==> src/rtl/led_frame_loader_pkg.sv <==
// ----------------------------------------------------------------------------
// led_frame_pkg
// Shared definitions for the LED frame loader: the loader state encoding,
// the default frame start byte, and the bytes-per-frame derivation.
// No ports (package).
// ----------------------------------------------------------------------------
package led_frame_pkg;

    // Loader states. IDLE hunts for the header, PAYLOAD/CHECKSUM collect a
    // frame, WAIT_READY/START hand a committed frame to the LED driver.
    typedef enum logic [2:0] {
        IDLE       = 3'd0,
        PAYLOAD    = 3'd1,
        CHECKSUM   = 3'd2,
        WAIT_READY = 3'd3,
        START      = 3'd4
    } state_t;

    // Byte that opens every frame on the UART stream.
    localparam logic [7:0] DEFAULT_HEADER = 8'hA5;

    // Each LED takes three colour bytes (G, R, B).
    function automatic int frame_bytes(input int num_leds);
        return 3 * num_leds;
    endfunction

endpackage

==> src/rtl/led_frame_loader_if.sv <==
// ----------------------------------------------------------------------------
// led_frame_loader_if
// Bundles the UART byte stream, the LED driver handshake and the loader's
// status outputs.
//   i_Data/i_Valid  : received UART byte and its one-cycle strobe
//   i_Ready         : LED driver idle and able to accept a start
//   o_Frame         : committed GRB frame, LED0 in the MSBs
//   o_Start         : start request to the LED driver
//   o_Busy          : loader is not idle
//   o_Error         : one-cycle pulse on checksum mismatch or timeout
//   o_Overrun       : one-cycle pulse when a byte is dropped during handoff
//   o_FrameCount    : frames delivered, wrapping at 256
// slave  = the loader, master = whoever feeds bytes and plays the driver.
// ----------------------------------------------------------------------------
interface led_frame_loader_if #(
    parameter int NUM_LEDS = 3
);

    logic [7:0]            i_Data;
    logic                  i_Valid;
    logic                  i_Ready;
    logic [24*NUM_LEDS-1:0] o_Frame;
    logic                  o_Start;
    logic                  o_Busy;
    logic                  o_Error;
    logic                  o_Overrun;
    logic [7:0]            o_FrameCount;

    modport slave (
        input  i_Data, i_Valid, i_Ready,
        output o_Frame, o_Start, o_Busy, o_Error, o_Overrun, o_FrameCount
    );

    modport master (
        output i_Data, i_Valid, i_Ready,
        input  o_Frame, o_Start, o_Busy, o_Error, o_Overrun, o_FrameCount
    );

endinterface

==> src/rtl/led_frame_loader_timeout.sv <==
// ----------------------------------------------------------------------------
// frame_timeout
// Inter-byte watchdog for the frame loader. Counts enabled cycles since the
// last clear and flags when TIMEOUT_CYCLES has been reached. The count
// saturates so a long stall can never wrap back into a "healthy" value.
//   i_Clock  : system clock
//   i_Reset  : asynchronous, active-high reset
//   clear    : restart the count (a byte arrived, or not inside a frame)
//   enable   : count this cycle
//   expired  : count has reached TIMEOUT_CYCLES
// ----------------------------------------------------------------------------
module frame_timeout #(
    parameter int TIMEOUT_CYCLES = 100000
) (
    input  logic i_Clock,
    input  logic i_Reset,
    input  logic clear,
    input  logic enable,
    output logic expired
);

    localparam int CNT_W = $clog2(TIMEOUT_CYCLES + 1);
    localparam logic [CNT_W-1:0] LIMIT = CNT_W'(TIMEOUT_CYCLES);

    logic [CNT_W-1:0] count;

    // Saturating counter: clear wins over enable, and once LIMIT is reached
    // the value holds until the next clear.
    always_ff @(posedge i_Clock or posedge i_Reset) begin
        if (i_Reset) begin
            count <= '0;
        end else if (clear) begin
            count <= '0;
        end else if (enable && (count != LIMIT)) begin
            count <= count + 1'b1;
        end
    end

    assign expired = (count == LIMIT);

endmodule

==> src/rtl/led_frame_loader.sv <==
// ----------------------------------------------------------------------------
// led_frame_loader
// Assembles LED frames from a UART byte stream and hands them to an LED
// driver. A frame is HEADER, 3*NUM_LEDS payload bytes, then one checksum
// byte equal to the XOR of the payload. Payload is collected in a shadow
// buffer and only copied to o_Frame once the checksum matches, so the driver
// never sees a partial or corrupt frame.
//   i_Clock : system clock
//   i_Reset : asynchronous, active-high reset
//   bus     : led_frame_loader_if slave port (byte stream, driver handshake,
//             status outputs)
// ----------------------------------------------------------------------------
module led_frame_loader
    import led_frame_pkg::*;
#(
    parameter int         NUM_LEDS       = 3,
    parameter logic [7:0] HEADER         = DEFAULT_HEADER,
    parameter int         TIMEOUT_CYCLES = 100000
) (
    input logic               i_Clock,
    input logic               i_Reset,
    led_frame_loader_if.slave bus
);

    localparam int FRAME_BYTES = frame_bytes(NUM_LEDS);
    localparam int FRAME_W     = 8 * FRAME_BYTES;
    localparam int IDX_W       = (FRAME_BYTES > 1) ? $clog2(FRAME_BYTES) : 1;
    localparam logic [IDX_W-1:0] LAST_IDX = IDX_W'(FRAME_BYTES - 1);

    state_t             state;
    logic [IDX_W-1:0]   byte_idx;
    logic [7:0]         running_xor;
    logic [FRAME_W-1:0] shadow;
    logic [FRAME_W-1:0] frame;
    logic               start_q;
    logic               error_q;
    logic               overrun_q;
    logic [7:0]         frame_count;

    logic               in_frame;
    logic               timer_clear;
    logic               timer_expired;

    // The watchdog only matters while a frame is being received; everywhere
    // else it is held cleared so it starts fresh after each header.
    assign in_frame    = (state == PAYLOAD) || (state == CHECKSUM);
    assign timer_clear = bus.i_Valid || !in_frame;

    frame_timeout #(
        .TIMEOUT_CYCLES (TIMEOUT_CYCLES)
    ) u_timeout (
        .i_Clock (i_Clock),
        .i_Reset (i_Reset),
        .clear   (timer_clear),
        .enable  (in_frame),
        .expired (timer_expired)
    );

    // Main loader FSM. Error and overrun are single-cycle pulses, so they are
    // defaulted low each cycle. In PAYLOAD and CHECKSUM an arriving byte is
    // checked before the timeout, which lets a byte landing on the expiry
    // cycle still be accepted. A header value inside the payload is plain
    // data; there is no mid-frame resync.
    always_ff @(posedge i_Clock or posedge i_Reset) begin
        if (i_Reset) begin
            state       <= IDLE;
            byte_idx    <= '0;
            running_xor <= '0;
            shadow      <= '0;
            frame       <= '0;
            start_q     <= 1'b0;
            error_q     <= 1'b0;
            overrun_q   <= 1'b0;
            frame_count <= '0;
        end else begin
            error_q   <= 1'b0;
            overrun_q <= 1'b0;

            case (state)
                IDLE: begin
                    if (bus.i_Valid && (bus.i_Data == HEADER)) begin
                        state       <= PAYLOAD;
                        byte_idx    <= '0;
                        running_xor <= '0;
                    end
                end

                PAYLOAD: begin
                    if (bus.i_Valid) begin
                        // Byte 0 lands in the top byte of the buffer.
                        shadow[FRAME_W - 8 - 8 * int'(byte_idx) +: 8] <= bus.i_Data;
                        running_xor <= running_xor ^ bus.i_Data;
                        if (byte_idx == LAST_IDX) begin
                            state    <= CHECKSUM;
                            byte_idx <= '0;
                        end else begin
                            byte_idx <= byte_idx + 1'b1;
                        end
                    end else if (timer_expired) begin
                        error_q     <= 1'b1;
                        state       <= IDLE;
                        shadow      <= '0;
                        byte_idx    <= '0;
                        running_xor <= '0;
                    end
                end

                CHECKSUM: begin
                    if (bus.i_Valid) begin
                        if (bus.i_Data == running_xor) begin
                            frame <= shadow;
                            state <= WAIT_READY;
                        end else begin
                            error_q <= 1'b1;
                            state   <= IDLE;
                            shadow  <= '0;
                        end
                        running_xor <= '0;
                    end else if (timer_expired) begin
                        error_q     <= 1'b1;
                        state       <= IDLE;
                        shadow      <= '0;
                        running_xor <= '0;
                    end
                end

                WAIT_READY: begin
                    if (bus.i_Valid) begin
                        overrun_q <= 1'b1;
                    end
                    if (bus.i_Ready) begin
                        start_q <= 1'b1;
                        state   <= START;
                    end
                end

                START: begin
                    // Hold the request until the driver shows it has taken
                    // the frame by dropping ready.
                    if (bus.i_Valid) begin
                        overrun_q <= 1'b1;
                    end
                    if (!bus.i_Ready) begin
                        start_q     <= 1'b0;
                        frame_count <= frame_count + 8'd1;
                        state       <= IDLE;
                    end
                end

                default: begin
                    state   <= IDLE;
                    start_q <= 1'b0;
                end
            endcase
        end
    end

    assign bus.o_Frame      = frame;
    assign bus.o_Start      = start_q;
    assign bus.o_Busy       = (state != IDLE);
    assign bus.o_Error      = error_q;
    assign bus.o_Overrun    = overrun_q;
    assign bus.o_FrameCount = frame_count;

endmodule

==> src/flat_wrapper.sv <==
// flat-port wrapper written by rule: the top's interface ports become plain ports
module led_frame_loader_flat import led_frame_pkg::*;
#(
    parameter int         NUM_LEDS       = 3,
    parameter logic [7:0] HEADER         = DEFAULT_HEADER,
    parameter int         TIMEOUT_CYCLES = 100000
)
  (i_Clock, i_Reset, bus_i_Data, bus_i_Valid, bus_i_Ready, bus_o_Frame, bus_o_Start, bus_o_Busy, bus_o_Error, bus_o_Overrun, bus_o_FrameCount);
  led_frame_loader_if #(.NUM_LEDS(NUM_LEDS)) bus_i ();
  input logic i_Clock;
  input logic i_Reset;
  input wire logic [$bits(bus_i.i_Data)-1:0] bus_i_Data;
  input wire logic [$bits(bus_i.i_Valid)-1:0] bus_i_Valid;
  input wire logic [$bits(bus_i.i_Ready)-1:0] bus_i_Ready;
  output wire logic [$bits(bus_i.o_Frame)-1:0] bus_o_Frame;
  output wire logic [$bits(bus_i.o_Start)-1:0] bus_o_Start;
  output wire logic [$bits(bus_i.o_Busy)-1:0] bus_o_Busy;
  output wire logic [$bits(bus_i.o_Error)-1:0] bus_o_Error;
  output wire logic [$bits(bus_i.o_Overrun)-1:0] bus_o_Overrun;
  output wire logic [$bits(bus_i.o_FrameCount)-1:0] bus_o_FrameCount;
  assign bus_i.i_Data = bus_i_Data;
  assign bus_i.i_Valid = bus_i_Valid;
  assign bus_i.i_Ready = bus_i_Ready;
  assign bus_o_Frame = bus_i.o_Frame;
  assign bus_o_Start = bus_i.o_Start;
  assign bus_o_Busy = bus_i.o_Busy;
  assign bus_o_Error = bus_i.o_Error;
  assign bus_o_Overrun = bus_i.o_Overrun;
  assign bus_o_FrameCount = bus_i.o_FrameCount;
  led_frame_loader #(.NUM_LEDS(NUM_LEDS), .HEADER(HEADER), .TIMEOUT_CYCLES(TIMEOUT_CYCLES)) u_core (.i_Clock(i_Clock), .i_Reset(i_Reset), .bus(bus_i));
endmodule
==> config.mk <==
export PLATFORM = sky130hd
export DESIGN_NAME = led_frame_loader_flat
export DESIGN_NICKNAME = d
export VERILOG_FILES = /design/src/rtl/led_frame_loader_pkg.sv /design/src/rtl/led_frame_loader_if.sv /design/src/rtl/led_frame_loader_timeout.sv /design/src/rtl/led_frame_loader.sv /design/src/flat_wrapper.sv
export SDC_FILE = /design/constraint.sdc
export NUM_CORES = 1
export LEC_CHECK = 0
export ABC_AREA = 1
export BUFFER_PORTS_ARGS = -buffer_cell sky130_fd_sc_hd__buf_2
export CORE_MARGIN = 2
export CORE_UTILIZATION = 55
export DETAILED_ROUTE_END_ITERATION = 10
export HOLD_SLACK_MARGIN = 0.02
export PLACE_DENSITY = 0.76
export SYNTH_ARGS = -nofsm -noshare
export SYNTH_HDL_FRONTEND = slang
export SYNTH_SLANG_ARGS = --single-unit
==> constraint.sdc <==
create_clock -name i_Clock -period 10.6 [get_ports i_Clock]
set_clock_uncertainty 0.1 [all_clocks]
set_input_delay 3.18 -clock i_Clock [delete_from_list [all_inputs] [get_ports i_Clock]]
set_output_delay 3.18 -clock i_Clock [all_outputs]
set_load 0.02 [all_outputs]
==> summary.md <==
| Metric | Value |
|---|---|
| Worst Tran Pin Value | around 1100 ps |
| Vias | just under 7000 |
| Rows | 45 |
| Lkg Pwr | approximately 5 nW |
| Most used cell along the critical path | nand2_1 |
| CP peak stage delay | ~610 ps |
| Sw frac | between 30% and 40% |
| Vias in the first global route | 6503 |
| Sequential share of the synthesized area | a little under three fifths |
| Maximum clock path buffer count | 2 |
| CP max stage cell | nand4_4 |
| Max cap viols | 0 |
| Pin count of the biggest net entering global routing | just over 100 |
| Gr ovfl total | 0 |
| Final hold violations | 0 |
| Detailed Routing Iterations Pass 1 | 7 |
| CP arrival | ~5300 ps |
| Fin nets | 1124 |
| NetSw | roughly 0.76 mW |
| Post-CTS Setup Bufs | 0 |
| GR Util All Layers | roughly a quarter |
| Max-slew headroom | 29.6% |
| Netlist Area Pre-Place | between 8000 and 9000 sq um |
| FMAX | 0.194 GHz |
| Iter 0 DRT Violations | a little under 500 |
| Area delta synth->final | 14.6% |
| Root Driver | clkbuf_16 |
| Synth warn | 0 |
| First-pass GRT wire length | roughly 32 mm |
| Final ANT Viol Nets | 0 |
| Min-delay worst type | reg -> reg |
| Core Footprint | ~15000 sq um |
| Synthesized netlist cell count | 1020 |
| IO buf count | 95 |
| CP required | 10790 ps |
| Critical R2R Capture | u_core.shadow[49]$_DFFE_PP0P_ |
| Worst reg-to-reg setup slack | around 7600 ps |
| Crit. Startpoint | bus_i_Data[3] |
| Crit-path cells | buf_2 > inv_1 > nand2_1 > nand2_1 > nand2_1 > nor2_2 > nand4_4 > buf_4 > nand2_1 > o21ai_1 |
| Dpl cells | about 1300 |
| CTS Buf Count | 17 |
| PD cells | roughly 220 nW/um^2 |
| Placement Setup Slack | about 5000 ps |
| DIE HEIGHT | 128 um |
| Wirelength, routed | 18.7 mm |
| Avg Inst Size Synth | around 8.3 sq um |
| Slew Limit Fails | 0 |
| Worst Reg-to-Reg Cells | 10 |
| Netlist cell types | 37 |
| CTS tree | yes |
| Post_cts resized | 0 |
| Residual DRC | 0 |
| Min-Delay Endpoint | u_core.shadow[3]$_DFFE_PP0P_ |
| Htree depth | 4 |
| Run status | complete, no violations |
| RSZ-0062 raised after global routing | false |
| Share of power burned in registers | roughly two fifths |
| Clock Sinks | around 190 |
| Mapped Nets | ~1000 |
| Final worst slack | 5450 ps |
| I/O pin count | 96 |
| Initial antenna violation count | 0 |
| Inserted Diodes | 0 |
| Die Width | ~130 um |
| WL per Instance | 14.3 um |
| DP HPWL | ~13 mm |
| Setup TNS | 0 ps |
| Worst setup SP type | primary input |
| Crit path kind | in -> reg |
| Crit share post-route | between 40% and 50% |
| Vias per Instance | 5.16 |
| P_int | ~1.4 mW |
| EDFF count, synth | 0 |
| Fin crit period | 5150 ps |
| Share of layout cells above drive strength 1 | 14.6% |
| Clock power frac | approximately a third |
| Starting Density | between 50% and 60% |
| Ys flop type | dfrtp_1 |
| Worst IR Drop VDD | between 0.1 and 0.15 mV |
| Synth Register Bits | 187 |
| Crit path max fanout | 84 |
| Reg-to-Reg Start | u_core.byte_idx[0]$_DFFE_PP0P_ |
| CTS Hold Bufs | 0 |
| Combinational power share | 26.2% |
| Pwr Total | between 2 and 2.5 mW |
| Async S/R FF share, synth | 100% |
| Final setup fails | 0 |
| Die ar. | 16400 sq um |
| Fin cells | ~1300 |
| Hold path cells | 2 |
| WHS | 370 ps |
| GPL Wtd Cong | 0.943 |
| Clock latency on the worst-skew pair | around 430 ps |
| Hold wc startpoint | u_core.shadow[3]$_DFFE_PP0P_ |
| Critical Path End Type | flip-flop |
| Clock slew at reported path FFs | roughly 70 ps |
## cells by family after synthesis
kind of cell / count (synthesis) / synth area share, %
compound gates: 110 / 7.01
xor+xnor: 16 / 1.66
fa+ha+maj: 5 / 0.741
buf+inv: 156 / 7.76
flops: 187 / 55.4
mux: 1 / 0.133
simple gates: 545 / 27.3
## worst max-delay path: cells and delay by family
family	cells	cell delay [ps]
compound gates	1	80
buf+inv	3	830
simple gates	6	1150
## Yosys cell counts (2+ instances only)
| cell | n | area share, % |
|---|---|---|
| nand2_2 | 9 | 0.67 |
| buf_4 | 2 | 0.18 |
| nor4_1 | 2 | 0.15 |
| a21oi_1 | 7 | 0.41 |
| nand4_1 | 6 | 0.44 |
| nor3_4 | 2 | 0.39 |
| nor3_1 | 10 | 0.59 |
| o21ai_1 | 53 | 3.1 |
| o2111ai_1 | 2 | 0.21 |
| inv_1 | 118 | 5.2 |
| inv_2 | 6 | 0.27 |
| nor2_1 | 75 | 3.3 |
| buf_6 | 8 | 1.1 |
| nand2_1 | 339 | 15 |
| o21bai_1 | 2 | 0.18 |
| nand3_1 | 87 | 5.2 |
| clkbuf_1 | 19 | 0.84 |
| nor2_2 | 4 | 0.30 |
| nand3_2 | 6 | 0.71 |
| dfrtp_1 | 187 | 55 |
| o31ai_1 | 2 | 0.18 |
| and3_1 | 2 | 0.15 |
| buf_2 | 2 | 0.12 |
| o21ai_0 | 39 | 2.3 |
| xnor2_1 | 6 | 0.62 |
| xor2_1 | 10 | 1.0 |
| ha_1 | 5 | 0.74 |
## through the flow
| stage | utilization, % | area (sq um) |
|---|---|---|
| detailed placement | 59.8 | 9020 |
| global placement | 59.8 | 9020 |
| finish | 64.1 | 9680 |
| global route | 64.1 | 9680 |
| floorplan | - | 8450 |
| CTS | 64.1 | 9680 |
## sequential cells by signal, summed over array words and instances (netlist names)
| name | flops |
|---|---|
| u_core.bus.o_Error | 1 |
| u_core.bus.o_Frame | 72 |
| u_core.bus.o_FrameCount | 8 |
| u_core.bus.o_Overrun | 1 |
| u_core.bus.o_Start | 1 |
| u_core.byte_idx | 4 |
| u_core.running_xor | 8 |
| u_core.shadow | 72 |
| u_core.state | 3 |
| u_core.u_timeout.count | 17 |
## final cells by class
class | count | area (sq um)
flip-flops and latches | 187 | 4680
clock buffers | 19 | 453
fillers | 1299 | 5410
inverters | 125 | 474
clock inverters | 13 | 210
multi-input cells | 677 | 3120
repair buffers | 99 | 505
well taps | 188 | 235
## power by group through the flow
stage                     sequential, mW  combinational [mW]  clock [mW]
after floorplan                    0.855               0.430           0
final                              0.864               0.558       0.706
after global routing               0.874               0.631       0.744
after CTS                          0.862               0.549       0.715
after global placement             0.874               0.539           0
after detailed placement           0.873               0.545           0
## per-layer routing
layer	wire length, um	track usage, %	vias up
li1	-	-	3382
met1	8590	33.8	3112
met2	8670	39.2	216
met3	1010	5.84	38
met4	415	8.79	0
met5	0	0	-
## placed cells by master, fill, tap and decap left out, drive strengths merged, types with 3 or more instances in the layout
| master | Yosys | layout |
|---|---|---|
| nor2 | 80 | 80 |
| clkbuf | 19 | 19 |
| xor2 | 10 | 10 |
| nand3 | 93 | 93 |
| bufinv | 0 | 5 |
| dfrtp | 187 | 187 |
| nand2 | 348 | 348 |
| clkinv | 1 | 3 |
| ha | 5 | 5 |
| inv | 124 | 128 |
| a21oi | 7 | 7 |
| o21ai | 92 | 92 |
| buf | 12 | 99 |
| nor3 | 12 | 12 |
| xnor2 | 6 | 6 |
| nand4 | 7 | 7 |
## worst max path at each step
stage,cells past startpoint,endpoint,slack [ps]
after CTS,10,u_core.bus.o_Frame[68]$_DFFE_PP0P_,5430
after floorplan,1,u_core.bus.o_Error$_DFF_PP0_,2230
after detailed placement,9,u_core.bus.o_Frame[70]$_DFFE_PP0P_,5000
final,10,u_core.bus.o_Frame[48]$_DFFE_PP0P_,5450
after global placement,10,u_core.bus.o_Frame[2]$_DFFE_PP0P_,5090
after global routing,8,u_core.bus.o_Frame[68]$_DFFE_PP0P_,5170
(Power assumes the default switching activity.)
